`src/rtl/scope_pkg.sv`:
```
// scope_pkg: definitions shared by the trigger capture slice.
//   - state_e    : capture FSM state encoding
//   - SLOPE_*    : trigger slope select values
//   - DEFAULT_*  : default record geometry and timeout
//   - crossed()  : level-crossing test between two consecutive samples
package scope_pkg;

  typedef enum logic [2:0] {
    ST_IDLE      = 3'd0,
    ST_PRE       = 3'd1,
    ST_WAIT_TRIG = 3'd2,
    ST_POST      = 3'd3,
    ST_READ      = 3'd4
  } state_e;

  localparam logic SLOPE_RISE = 1'b0;
  localparam logic SLOPE_FALL = 1'b1;

  localparam int DEFAULT_DEPTH   = 512;
  localparam int DEFAULT_PRETRIG = 128;
  localparam int DEFAULT_TIMEOUT = 65535;

  // Rising: prev below level, cur at/above. Falling: prev above, cur at/below.
  function automatic logic crossed(input logic [7:0] prev, input logic [7:0] cur,
                                   input logic [7:0] level, input logic slope);
    logic res;
    if (slope == SLOPE_RISE) begin
      res = (prev < level) && (cur >= level);
    end else if (slope == SLOPE_FALL) begin
      res = (prev > level) && (cur <= level);
    end else begin
      res = 1'b0;
    end
    return res;
  endfunction

endpackage

```
`src/rtl/trigger_capture_if.sv`:
```
// trigger_capture_if: sample input stream and readout stream of the capture buffer.
//   iData/iData_Valid : decimated sample strobe into the buffer
//   oData/oData_Valid : readout sample, held until accepted
//   iData_Ready       : readout accept from the host path
// slave modport = capture buffer side, master modport = driver/host side.
interface trigger_capture_if;
  logic [7:0] iData;
  logic       iData_Valid;
  logic [7:0] oData;
  logic       oData_Valid;
  logic       iData_Ready;

  modport master (output iData, output iData_Valid, output iData_Ready,
                  input  oData, input  oData_Valid);
  modport slave  (input  iData, input  iData_Valid, input  iData_Ready,
                  output oData, output oData_Valid);
endinterface

```
`src/rtl/capture_ram.sv`:
```
// capture_ram: simple dual-port DEPTH x 8 sample store.
//   clk          : clock
//   we/waddr/wdata : synchronous write port
//   re/raddr     : read port; rdata registered one cycle after re, held otherwise
// No reset on the storage or read register so it maps onto block RAM.
module capture_ram #(
  parameter int DEPTH = 512,
  parameter int AW    = $clog2(DEPTH)
) (
  input  logic          clk,
  input  logic          we,
  input  logic [AW-1:0] waddr,
  input  logic [7:0]    wdata,
  input  logic          re,
  input  logic [AW-1:0] raddr,
  output logic [7:0]    rdata
);

  logic [7:0] mem [DEPTH];

  // Write port.
  always_ff @(posedge clk) begin
    if (we) begin
      mem[waddr] <= wdata;
    end
  end

  // Registered read port; output holds while re is low.
  always_ff @(posedge clk) begin
    if (re) begin
      rdata <= mem[raddr];
    end
  end

endmodule

```
`src/rtl/trigger_capture.sv`:
```
// trigger_capture: pre/post-trigger capture buffer with oldest-first readout.
//   iClk, iRst_n  : clock, synchronous active-low reset
//   io (slave)    : sample input stream and valid/ready readout stream
//   iArm, iAbort  : start a capture (IDLE only) / return to IDLE from anywhere
//   iLevel,iSlope : trigger level and slope, latched on arm
//   oBusy         : not IDLE
//   oTriggered    : one-cycle pulse after the trigger sample is accepted
//   oForced       : set by a timeout trigger until the next arm
// Optional feature macro: TRIGGER_TIMEOUT_EN (forced trigger after TIMEOUT
// accepted samples in WAIT_TRIG). Undefined: wait forever, oForced stays 0.
module trigger_capture
  import scope_pkg::*;
#(
  parameter int DEPTH   = DEFAULT_DEPTH,
  parameter int PRETRIG = DEFAULT_PRETRIG,
  parameter int TIMEOUT = DEFAULT_TIMEOUT
) (
  input  logic                iClk,
  input  logic                iRst_n,
  trigger_capture_if.slave    io,
  input  logic                iArm,
  input  logic                iAbort,
  input  logic [7:0]          iLevel,
  input  logic                iSlope,
  output logic                oBusy,
  output logic                oTriggered,
  output logic                oForced
);

  localparam int AW       = $clog2(DEPTH);
  localparam int CW       = AW + 1;
  localparam int POST_LEN = DEPTH - PRETRIG;

  state_e        state_q, state_d;
  logic [AW-1:0] wptr_q, wptr_d, taddr_q, taddr_d, raddr_q, raddr_d;
  logic [CW-1:0] cnt_q, cnt_d, rd_cnt_q, rd_cnt_d;
  logic [7:0]    prev_q, prev_d, level_q, level_d;
  logic          prev_vld_q, prev_vld_d, slope_q, slope_d;
  logic          issue_q, issue_d, dvalid_q, dvalid_d;
  logic          trig_q, trig_d, forced_q, forced_d, busy_q, busy_d;
  logic          we_s, re_s, hit_s, tmo_fire_s;
  logic [7:0]    ram_rdata_s;

  assign hit_s = prev_vld_q && crossed(prev_q, io.iData, level_q, slope_q);

`ifdef TRIGGER_TIMEOUT_EN
  logic [15:0] tmo_q, tmo_d;

  // Count accepted samples while waiting; cleared on arm.
  always_comb begin
    tmo_d = tmo_q;
    if (state_q == ST_IDLE && iArm) begin
      tmo_d = 16'd0;
    end else if (state_q == ST_WAIT_TRIG && io.iData_Valid) begin
      tmo_d = tmo_q + 16'd1;
    end else begin
      tmo_d = tmo_q;
    end
  end

  assign tmo_fire_s = (state_q == ST_WAIT_TRIG) && io.iData_Valid && (tmo_d == 16'(TIMEOUT));

  // Timeout counter register.
  always_ff @(posedge iClk) begin
    if (!iRst_n) tmo_q <= 16'd0;
    else         tmo_q <= tmo_d;
  end
`else
  logic [15:0] unused_timeout_s;
  assign unused_timeout_s = 16'(TIMEOUT);
  assign tmo_fire_s       = 1'b0;
`endif

  // FSM next-state, pointer and readout handshake logic.
  always_comb begin
    state_d    = state_q;
    wptr_d     = wptr_q;
    taddr_d    = taddr_q;
    raddr_d    = raddr_q;
    cnt_d      = cnt_q;
    rd_cnt_d   = rd_cnt_q;
    prev_d     = prev_q;
    prev_vld_d = prev_vld_q;
    level_d    = level_q;
    slope_d    = slope_q;
    issue_d    = 1'b0;
    dvalid_d   = dvalid_q;
    trig_d     = 1'b0;
    forced_d   = forced_q;
    we_s       = 1'b0;
    re_s       = 1'b0;
    if (iAbort) begin
      state_d  = ST_IDLE;
      dvalid_d = 1'b0;
    end else begin
      case (state_q)
        ST_IDLE: begin
          if (iArm) begin
            level_d    = iLevel;
            slope_d    = iSlope;
            wptr_d     = '0;
            cnt_d      = '0;
            prev_vld_d = 1'b0;
            forced_d   = 1'b0;
            state_d    = ST_PRE;
          end else begin
            state_d = ST_IDLE;
          end
        end
        ST_PRE, ST_WAIT_TRIG, ST_POST: begin
          if (io.iData_Valid) begin
            we_s       = 1'b1;
            wptr_d     = wptr_q + AW'(1);
            prev_d     = io.iData;
            prev_vld_d = 1'b1;
            cnt_d      = cnt_q + CW'(1);
            if (state_q == ST_PRE) begin
              if (cnt_q == CW'(PRETRIG - 1)) begin
                cnt_d   = '0;
                state_d = ST_WAIT_TRIG;
              end else begin
                state_d = ST_PRE;
              end
            end else if (state_q == ST_WAIT_TRIG) begin
              if (hit_s || tmo_fire_s) begin
                // Trigger sample is post sample 1; a genuine crossing beats the timeout.
                taddr_d  = wptr_q;
                trig_d   = 1'b1;
                forced_d = !hit_s;
                cnt_d    = CW'(1);
                if (POST_LEN == 1) begin
                  raddr_d  = wptr_q - AW'(PRETRIG);
                  rd_cnt_d = '0;
                  issue_d  = 1'b1;
                  state_d  = ST_READ;
                end else begin
                  state_d = ST_POST;
                end
              end else begin
                state_d = ST_WAIT_TRIG;
              end
            end else begin
              if (cnt_q == CW'(POST_LEN - 1)) begin
                raddr_d  = taddr_q - AW'(PRETRIG);
                rd_cnt_d = '0;
                issue_d  = 1'b1;
                state_d  = ST_READ;
              end else begin
                state_d = ST_POST;
              end
            end
          end else begin
            state_d = state_q;
          end
        end
        ST_READ: begin
          // Read issued this cycle, data presented next cycle, held until accepted.
          if (issue_q) begin
            re_s     = 1'b1;
            dvalid_d = 1'b1;
          end else if (dvalid_q && io.iData_Ready) begin
            dvalid_d = 1'b0;
            raddr_d  = raddr_q + AW'(1);
            rd_cnt_d = rd_cnt_q + CW'(1);
            if (rd_cnt_q == CW'(DEPTH - 1)) begin
              state_d = ST_IDLE;
            end else begin
              issue_d = 1'b1;
            end
          end else begin
            dvalid_d = dvalid_q;
          end
        end
        default: begin
          state_d  = ST_IDLE;
          dvalid_d = 1'b0;
        end
      endcase
    end
    busy_d = (state_d != ST_IDLE);
  end

  // State and datapath registers.
  always_ff @(posedge iClk) begin
    if (!iRst_n) begin
      state_q    <= ST_IDLE;
      wptr_q     <= '0;
      taddr_q    <= '0;
      raddr_q    <= '0;
      cnt_q      <= '0;
      rd_cnt_q   <= '0;
      prev_q     <= 8'h00;
      prev_vld_q <= 1'b0;
      level_q    <= 8'h00;
      slope_q    <= 1'b0;
      issue_q    <= 1'b0;
      dvalid_q   <= 1'b0;
      trig_q     <= 1'b0;
      forced_q   <= 1'b0;
      busy_q     <= 1'b0;
    end else begin
      state_q    <= state_d;
      wptr_q     <= wptr_d;
      taddr_q    <= taddr_d;
      raddr_q    <= raddr_d;
      cnt_q      <= cnt_d;
      rd_cnt_q   <= rd_cnt_d;
      prev_q     <= prev_d;
      prev_vld_q <= prev_vld_d;
      level_q    <= level_d;
      slope_q    <= slope_d;
      issue_q    <= issue_d;
      dvalid_q   <= dvalid_d;
      trig_q     <= trig_d;
      forced_q   <= forced_d;
      busy_q     <= busy_d;
    end
  end

  capture_ram #(.DEPTH(DEPTH), .AW(AW)) u_ram (
    .clk   (iClk),
    .we    (we_s),
    .waddr (wptr_q),
    .wdata (io.iData),
    .re    (re_s),
    .raddr (raddr_q),
    .rdata (ram_rdata_s)
  );

  // RAM read register has no reset; mask it so oData is 0 whenever not valid.
  assign io.oData       = dvalid_q ? ram_rdata_s : 8'h00;
  assign io.oData_Valid = dvalid_q;
  assign oBusy          = busy_q;
  assign oTriggered     = trig_q;
  assign oForced        = forced_q;

endmodule

```
`src/flat_wrapper.sv`:
```
// flat-port wrapper written by rule: the top's interface ports become plain ports
module trigger_capture_flat import scope_pkg::*;
#(
  parameter int DEPTH   = DEFAULT_DEPTH,
  parameter int PRETRIG = DEFAULT_PRETRIG,
  parameter int TIMEOUT = DEFAULT_TIMEOUT
)
  (iClk, iRst_n, iArm, iAbort, iLevel, iSlope, oBusy, oTriggered, oForced, io_iData, io_iData_Valid, io_iData_Ready, io_oData, io_oData_Valid);
  trigger_capture_if io_i ();
  input  logic iClk;
  input  logic iRst_n;
  input  logic iArm;
  input  logic iAbort;
  input  logic [7:0] iLevel;
  input  logic iSlope;
  output logic oBusy;
  output logic oTriggered;
  output logic oForced;
  input wire logic [$bits(io_i.iData)-1:0] io_iData;
  input wire logic [$bits(io_i.iData_Valid)-1:0] io_iData_Valid;
  input wire logic [$bits(io_i.iData_Ready)-1:0] io_iData_Ready;
  output wire logic [$bits(io_i.oData)-1:0] io_oData;
  output wire logic [$bits(io_i.oData_Valid)-1:0] io_oData_Valid;
  assign io_i.iData = io_iData;
  assign io_i.iData_Valid = io_iData_Valid;
  assign io_i.iData_Ready = io_iData_Ready;
  assign io_oData = io_i.oData;
  assign io_oData_Valid = io_i.oData_Valid;
  trigger_capture #(.DEPTH(DEPTH), .PRETRIG(PRETRIG), .TIMEOUT(TIMEOUT)) u_core (.iClk(iClk), .iRst_n(iRst_n), .io(io_i), .iArm(iArm), .iAbort(iAbort), .iLevel(iLevel), .iSlope(iSlope), .oBusy(oBusy), .oTriggered(oTriggered), .oForced(oForced));
endmodule
```
`config.mk`:
```
export PLATFORM = sky130hd
export DESIGN_NAME = trigger_capture_flat
export DESIGN_NICKNAME = d
export VERILOG_FILES = /design/src/rtl/scope_pkg.sv /design/src/rtl/trigger_capture_if.sv /design/src/rtl/capture_ram.sv /design/src/rtl/trigger_capture.sv /design/src/flat_wrapper.sv
export SDC_FILE = /design/constraint.sdc
export NUM_CORES = 2
export LEC_CHECK = 0
export CORE_UTILIZATION = 55
export CTS_CLUSTER_SIZE = 28
export DETAILED_ROUTE_END_ITERATION = 6
export PLACE_DENSITY = 0.78
export SLEW_MARGIN = 20
export SYNTH_ARGS = -nofsm -noshare
export SYNTH_HDL_FRONTEND = slang
export SYNTH_HIERARCHICAL = 1
export SYNTH_SLANG_ARGS = --single-unit
```
`constraint.sdc`:
```
create_clock -name iClk -period 4.88 [get_ports iClk]
set_input_delay 0.488 -clock iClk [delete_from_list [all_inputs] [get_ports iClk]]
set_output_delay 0.488 -clock iClk [all_outputs]
set_load 0.01 [all_outputs]
```
Word level (Yosys, flattened, before mapping)
Memory sizes are Yosys's and may differ from the RTL's. A register that Yosys moved wholly into a read port is not among the register bits.
Cells that the tools add are included.
{"block": "word_totals", "regBits": 73, "ramBits": 4096, "input_bits": 23, "output_inout_bits": 12, "elab_cells": 135, "memories": 1}
{"block": "op_classes", "add_sub_neg": 5, "magnitude_cmp": 4, "eq_ne": 17, "muxes": 66, "bitwise_logic": 7, "n_reduce_logical": 20}
{"memory": "u_core.u_ram.mem", "words": 512, "word_bits": 8, "read_ports": 1, "rd_ports_with_merged_regs": 1, "wr": 1, "line": "capture_ram.sv:19", "source": "logic [7:0] mem [DEPTH];"}
{"cell": "$mux 10", "count": 12}
{"cell": "$mux 9", "count": 8}
{"cell": "$pmux 10 s2", "count": 2}
{"cell": "$pmux 9 s2", "count": 2}
{"cell": "$mux 1", "count": 27}
{"cell": "$mux 3", "count": 8}
{"cell": "$add 10x1->10 const B", "count": 2}
{"cell": "$eq 10x9->1 const B", "count": 2}
{"cell": "$add 9x1->9 const B", "count": 2}
{"cell": "$eq 10x7->1 const B", "count": 1}
{"cell": "$ne 2x2->1 const B", "count": 5}
{"cell": "$pmux 3 s3", "count": 1}
{"cell": "$sub 9x8->9 const B", "count": 1}
{"cell": "$ge 8x8->1", "count": 1}
{"cell": "$gt 8x8->1", "count": 1}
{"cell": "$le 8x8->1", "count": 1}
{"cell": "$lt 8x8->1", "count": 1}
{"cell": "$mux 8", "count": 1}
{"cell": "$ne 2x1->1 const B", "count": 4}
{"cell": "$pmux 1 s2", "count": 4}
{"cell": "$reduce_and 8->1", "count": 1}
{"cell": "$not 1->1", "count": 7}
{"cell": "$reduce_and 7->1", "count": 1}
{"cell": "$eq 3x2->1 const B", "count": 2}
{"cell": "other kinds (17)", "count": 22}

Depth between registers and ports, before layout
{"block": "depth", "word_depth": 11, "depth_mapped": 12, "mapped_depth_nobuf": 9}

Hierarchy
Netlist, hierarchy kept.
{"mod": "capture_ram", "instances": 1, "cells_per_inst": 8030, "area_per_inst_um2": 160007.2, "seq_area_each_um2": 123238.2}
{"mod": "trigger_capture", "instances": 1, "cells_per_inst": 499, "area_per_inst_um2": 3981.3, "seq_area_each_um2": 1461.4}

Worst setup path after synthesis
OpenSTA, ideal clock, no wires.
{"block": "synth_path", "path_kind": "input-to-reg", "start": "input port iAbort", "end": "memory u_core.u_ram.mem[131][0], enable pin", "setup_time_ns": 0.370, "arrival_time_ns": 2.776, "t_required_ns": 4.510, "setup_slack_ns": 1.734, "stages": 10, "path_buffers": 5, "path_cell_list": "clkbuf_1 -> or3_1 -> clkbuf_1 -> inv_1 -> buf_2 -> buf_2 -> nor3b_1 -> nand3_1 -> clkbuf_1 -> nor2_1"}
{"block": "synth_between", "elab_chain_len": 3}
{"element": "from (decl)", "line": "flat_wrapper.sv:13", "source": "input logic iAbort;"}
{"element": "$mux 1", "line": "trigger_capture.sv:92", "source": "if (iAbort) begin"}
{"element": "net u_core.we_s", "line": "trigger_capture.sv:41", "source": "logic we_s, re_s, hit_s, tmo_fire_s;"}
{"element": "$mux 1", "line": "capture_ram.sv:23", "source": "if (we) begin"}
{"element": "$mux 1 (not written as such)", "line": "capture_ram.sv:24", "source": "mem[waddr] <= wdata;"}
{"element": "to (decl)", "line": "capture_ram.sv:19"}
The timed path passes the listed nets, and every way through them passes these cells.

==> out/metrics.yaml <==
status: "completed"
clock-sinks: 4177
synth_top_area_cell: "edfxtp_1"
antenna_found_initial: 15
final_max_slew_viol_count: 0
worst_slew_pin_slew_ns: 1.33
cts_resized: 0
ys_seq_area_share_pct: 76.0
insertion_delay_ns: 1.00
relSlewSlack_pct: 10.2
p_leak_nw: 53.6
row_count: 200
clkTransAtPathRegs_ns: 0.06
hold_depth: 3
initial_utilization_pct: 55.3
vias: 88900
hpwl_microns: 253000
postRouteAntennaNets: 0
grt_setup_unrepaired: "no"
die_h_microns: 548
hold_buffers: 7
clockBufferDepth: 4
fin_setup_tns_ns: 0
cts-buffers-inserted: 401
setup_viol: 0
final_cell_mix: "edfxtp_1 (4104), mux2i_1 (816), mux4_2 (654), nor2_1 (637), clkbuf_16 (406)"
synth_cells: 8529
postCtsSetupBuffers: 0
postLayoutCoreUtil_pct: 61.5
core_sq_um: 297000
root_buffer: "clkbuf_16"
nNetsFinal: 8753
grt_pass1_wl_microns: 614000
grt.total_usage_pct: 28.1
critPathRequiredTime_ns: 5.63
r2r_start: "u_core/raddr_q[2]$_SDFFE_PN0P_"
synthDistinctLibCells: 72
r2r-end: "u_core/u_ram/rdata[0]$_DFFE_PP_"
ir_drop_mv: 0.322
synth_area_sq_um: 164000
reg2regPathDepth: 8
dr_wl_met2_microns: 199000
worstHoldStart: "iLevel[7]"
finalCritPeriodShare_pct: 89.5
grt_max_degree: 198
wl_met3_microns: 55400
critPathCaptureType: "flip-flop"
cellPowerDensity_nw_per_um2: 387
firstDrtPassIters: 7
h-tree-depth: 5
drtIter0Drc: 13100
routed_via_density: 6.84
clock.fmax_ghz: 0.229
ys.warnings.count: 6
skew_ns: 0.0928
critPathMaxFanout: 40
routabilityCongestion: 1.00
globalRoute.totalOverflow: 0
port_buffers: 34
synthFlopType: "edfxtp_1"
holdPathEnd: "u_core/level_q[7]$_SDFFE_PN0P_"
syn_area_per_cell_sq_um: 19.2
topRoutingLayerUsed: "met5"
finalHoldViolCount: 0
met1_length_microns: 147000
min_path_type: "primary input to flip-flop"
synth-seq-cells: 4177
dieArea_sq_um: 300000
grt_pass1_vias: 87800
r2r_slack_ns: 0.51
avgRoutedWirePerCell_microns: 32.8
synth_edf_count: 4104
cap_violations: 0
crit_arrival_ns: 5.12
route.detailed.drc: 0
synth_top_area_share_pct: 75.2
drive_above_1_share_pct: 17.3
layout_commonest_cell: "edfxtp_1"
syn_nets: 8572
period_minus_slack_ns: 4.37
cts_tree: "done"
num_io_pins: 35
crit_path_start_kind: "flip-flop"
synthTopCellsByArea: "edfxtp_1 (75%), mux4_2 (9.0%), mux2i_1 (5.0%), o221ai_1 (2.0%), nor2_1 (1.5%)"
path_class: "flip-flop to flip-flop"
synthArstFlopShare_pct: 0
drt_wl_total_microns: 426000
dieWidth_microns: 548
syn2layout_area_growth_pct: 11.2
-- how the worst max path moves through the flow --
| stage | start | endpoint | slack, ns | depth (start not counted) |
|---|---|---|---|---|
| finish | u_core/raddr_q[2]$_SDFFE_PN0P_ | u_core/u_ram/rdata[0]$_DFFE_PP_ | 0.51 | 8 |
| global route | u_core/raddr_q[2]$_SDFFE_PN0P_ | u_core/u_ram/rdata[5]$_DFFE_PP_ | 0.49 | 8 |
| CTS | u_core/raddr_q[2]$_SDFFE_PN0P_ | u_core/u_ram/rdata[6]$_DFFE_PP_ | 0.79 | 9 |
| detailed placement | io_iData_Valid | u_core/u_ram/mem[241][7]$_DFFE_PP_ | 0.67 | 9 |
| global placement | io_iData_Valid | u_core/u_ram/mem[241][1]$_DFFE_PP_ | 0.81 | 9 |
| floorplan | iAbort | u_core/u_ram/mem[131][0]$_DFFE_PP_ | 1.73 | 10 |
-- power by group --
group          switching, mW  total (mW)  leakage [nW]  internal (mW)
registers            0.00543        39.4          37.5           39.4
clock network           13.4        30.5          6.24           17.1
logic                  0.720       0.817          9.86         0.0963
total                   14.1        70.7          53.6           56.5
-- cell type report --
class	instances	area, sq um
antenna	12	30.0
clock buffer	489	10500
tap	3939	4930
multi-input combinational	3795	36400
timing repair buffer	318	3440
fill	19500	114000
inverter	17	71.3
sequential	4177	125000
clock inverter	244	2360
-- cells in the mapped netlist (18+ instances only) --
cell,n
nand2_1,193
o221ai_1,379
buf_1,41
o21ai_0,140
ha_1,20
clkbuf_1,286
mux4_2,654
nor3_1,120
mux2i_1,816
nor4_1,38
and2_1,43
buf_2,61
nor2b_1,30
nand4_1,38
nor2_1,637
buf_4,71
a22oi_1,63
buf_6,65
a211oi_1,18
o22ai_1,165
edfxtp_1,4104
nand3_1,57
dfxtp_1,73
a21oi_1,221
-- metrics by stage --
stage          setup slack [ns]  power (mW)  instances  hold slack, ns  instance area (sq um)
3_3_place_gp              0.808        40.9      12200           0.426                 169000
6_report                  0.510        70.7      13000           0.178                 182000
2_1_floorplan              1.73        40.2       8529           0.435                 164000
5_1_grt                   0.495        72.2      13000           0.156                 182000
4_1_cts                   0.786        70.9      13000           0.116                 182000
3_5_place_dp              0.668        40.9      12200           0.431                 169000
-- critical path: stages (launching register included) --
cell and delay, ns:
dfxtp_4 0.73, nand2b_4 0.68, buf_4 0.59, o221ai_1 0.34, a21oi_1 0.82, nor4_1 0.15
nand4_1 0.45, nor4_1 0.14, o2111a_1 0.16
-- metal layers --
| metal | vias up | GRT usage, % |
|---|---|---|
| li1 | 35500 | - |
| met1 | 45100 | 37.2 |
| met2 | 6948 | 43.9 |
| met3 | 1270 | 6.84 |
| met4 | 18 | 14.3 |
| met5 | - | 0 |
-- state kept, by name (all words and copies together), names as in the netlist --
| signal | cells |
|---|---|
| u_core/prev_q | 8 |
| u_core/state_q | 3 |
| u_core/u_ram/rdata | 8 |
| u_core/oForced | 1 |
| u_core/level_q | 8 |
| u_core/oTriggered | 1 |
| u_core/prev_vld_q | 1 |
| u_core/raddr_q | 9 |
| u_core/rd_cnt_q | 10 |
| u_core/u_ram/mem | 4096 |
| u_core/cnt_q | 10 |
| u_core/oBusy | 1 |
| u_core/issue_q | 1 |
| u_core/io.oData_Valid | 1 |
| u_core/slope_q | 1 |
| u_core/taddr_q | 9 |
| u_core/wptr_q | 9 |
-- kinds of logic after synthesis --
kind of cell | share of synthesized area [%]
simple gates | 3.29
mux | 14.0
flops | 76.0
buf+inv | 1.91
compound gates | 4.60
fa+ha+maj | 0.153
xor+xnor | 0.0427
(Power assumes the default switching activity.)
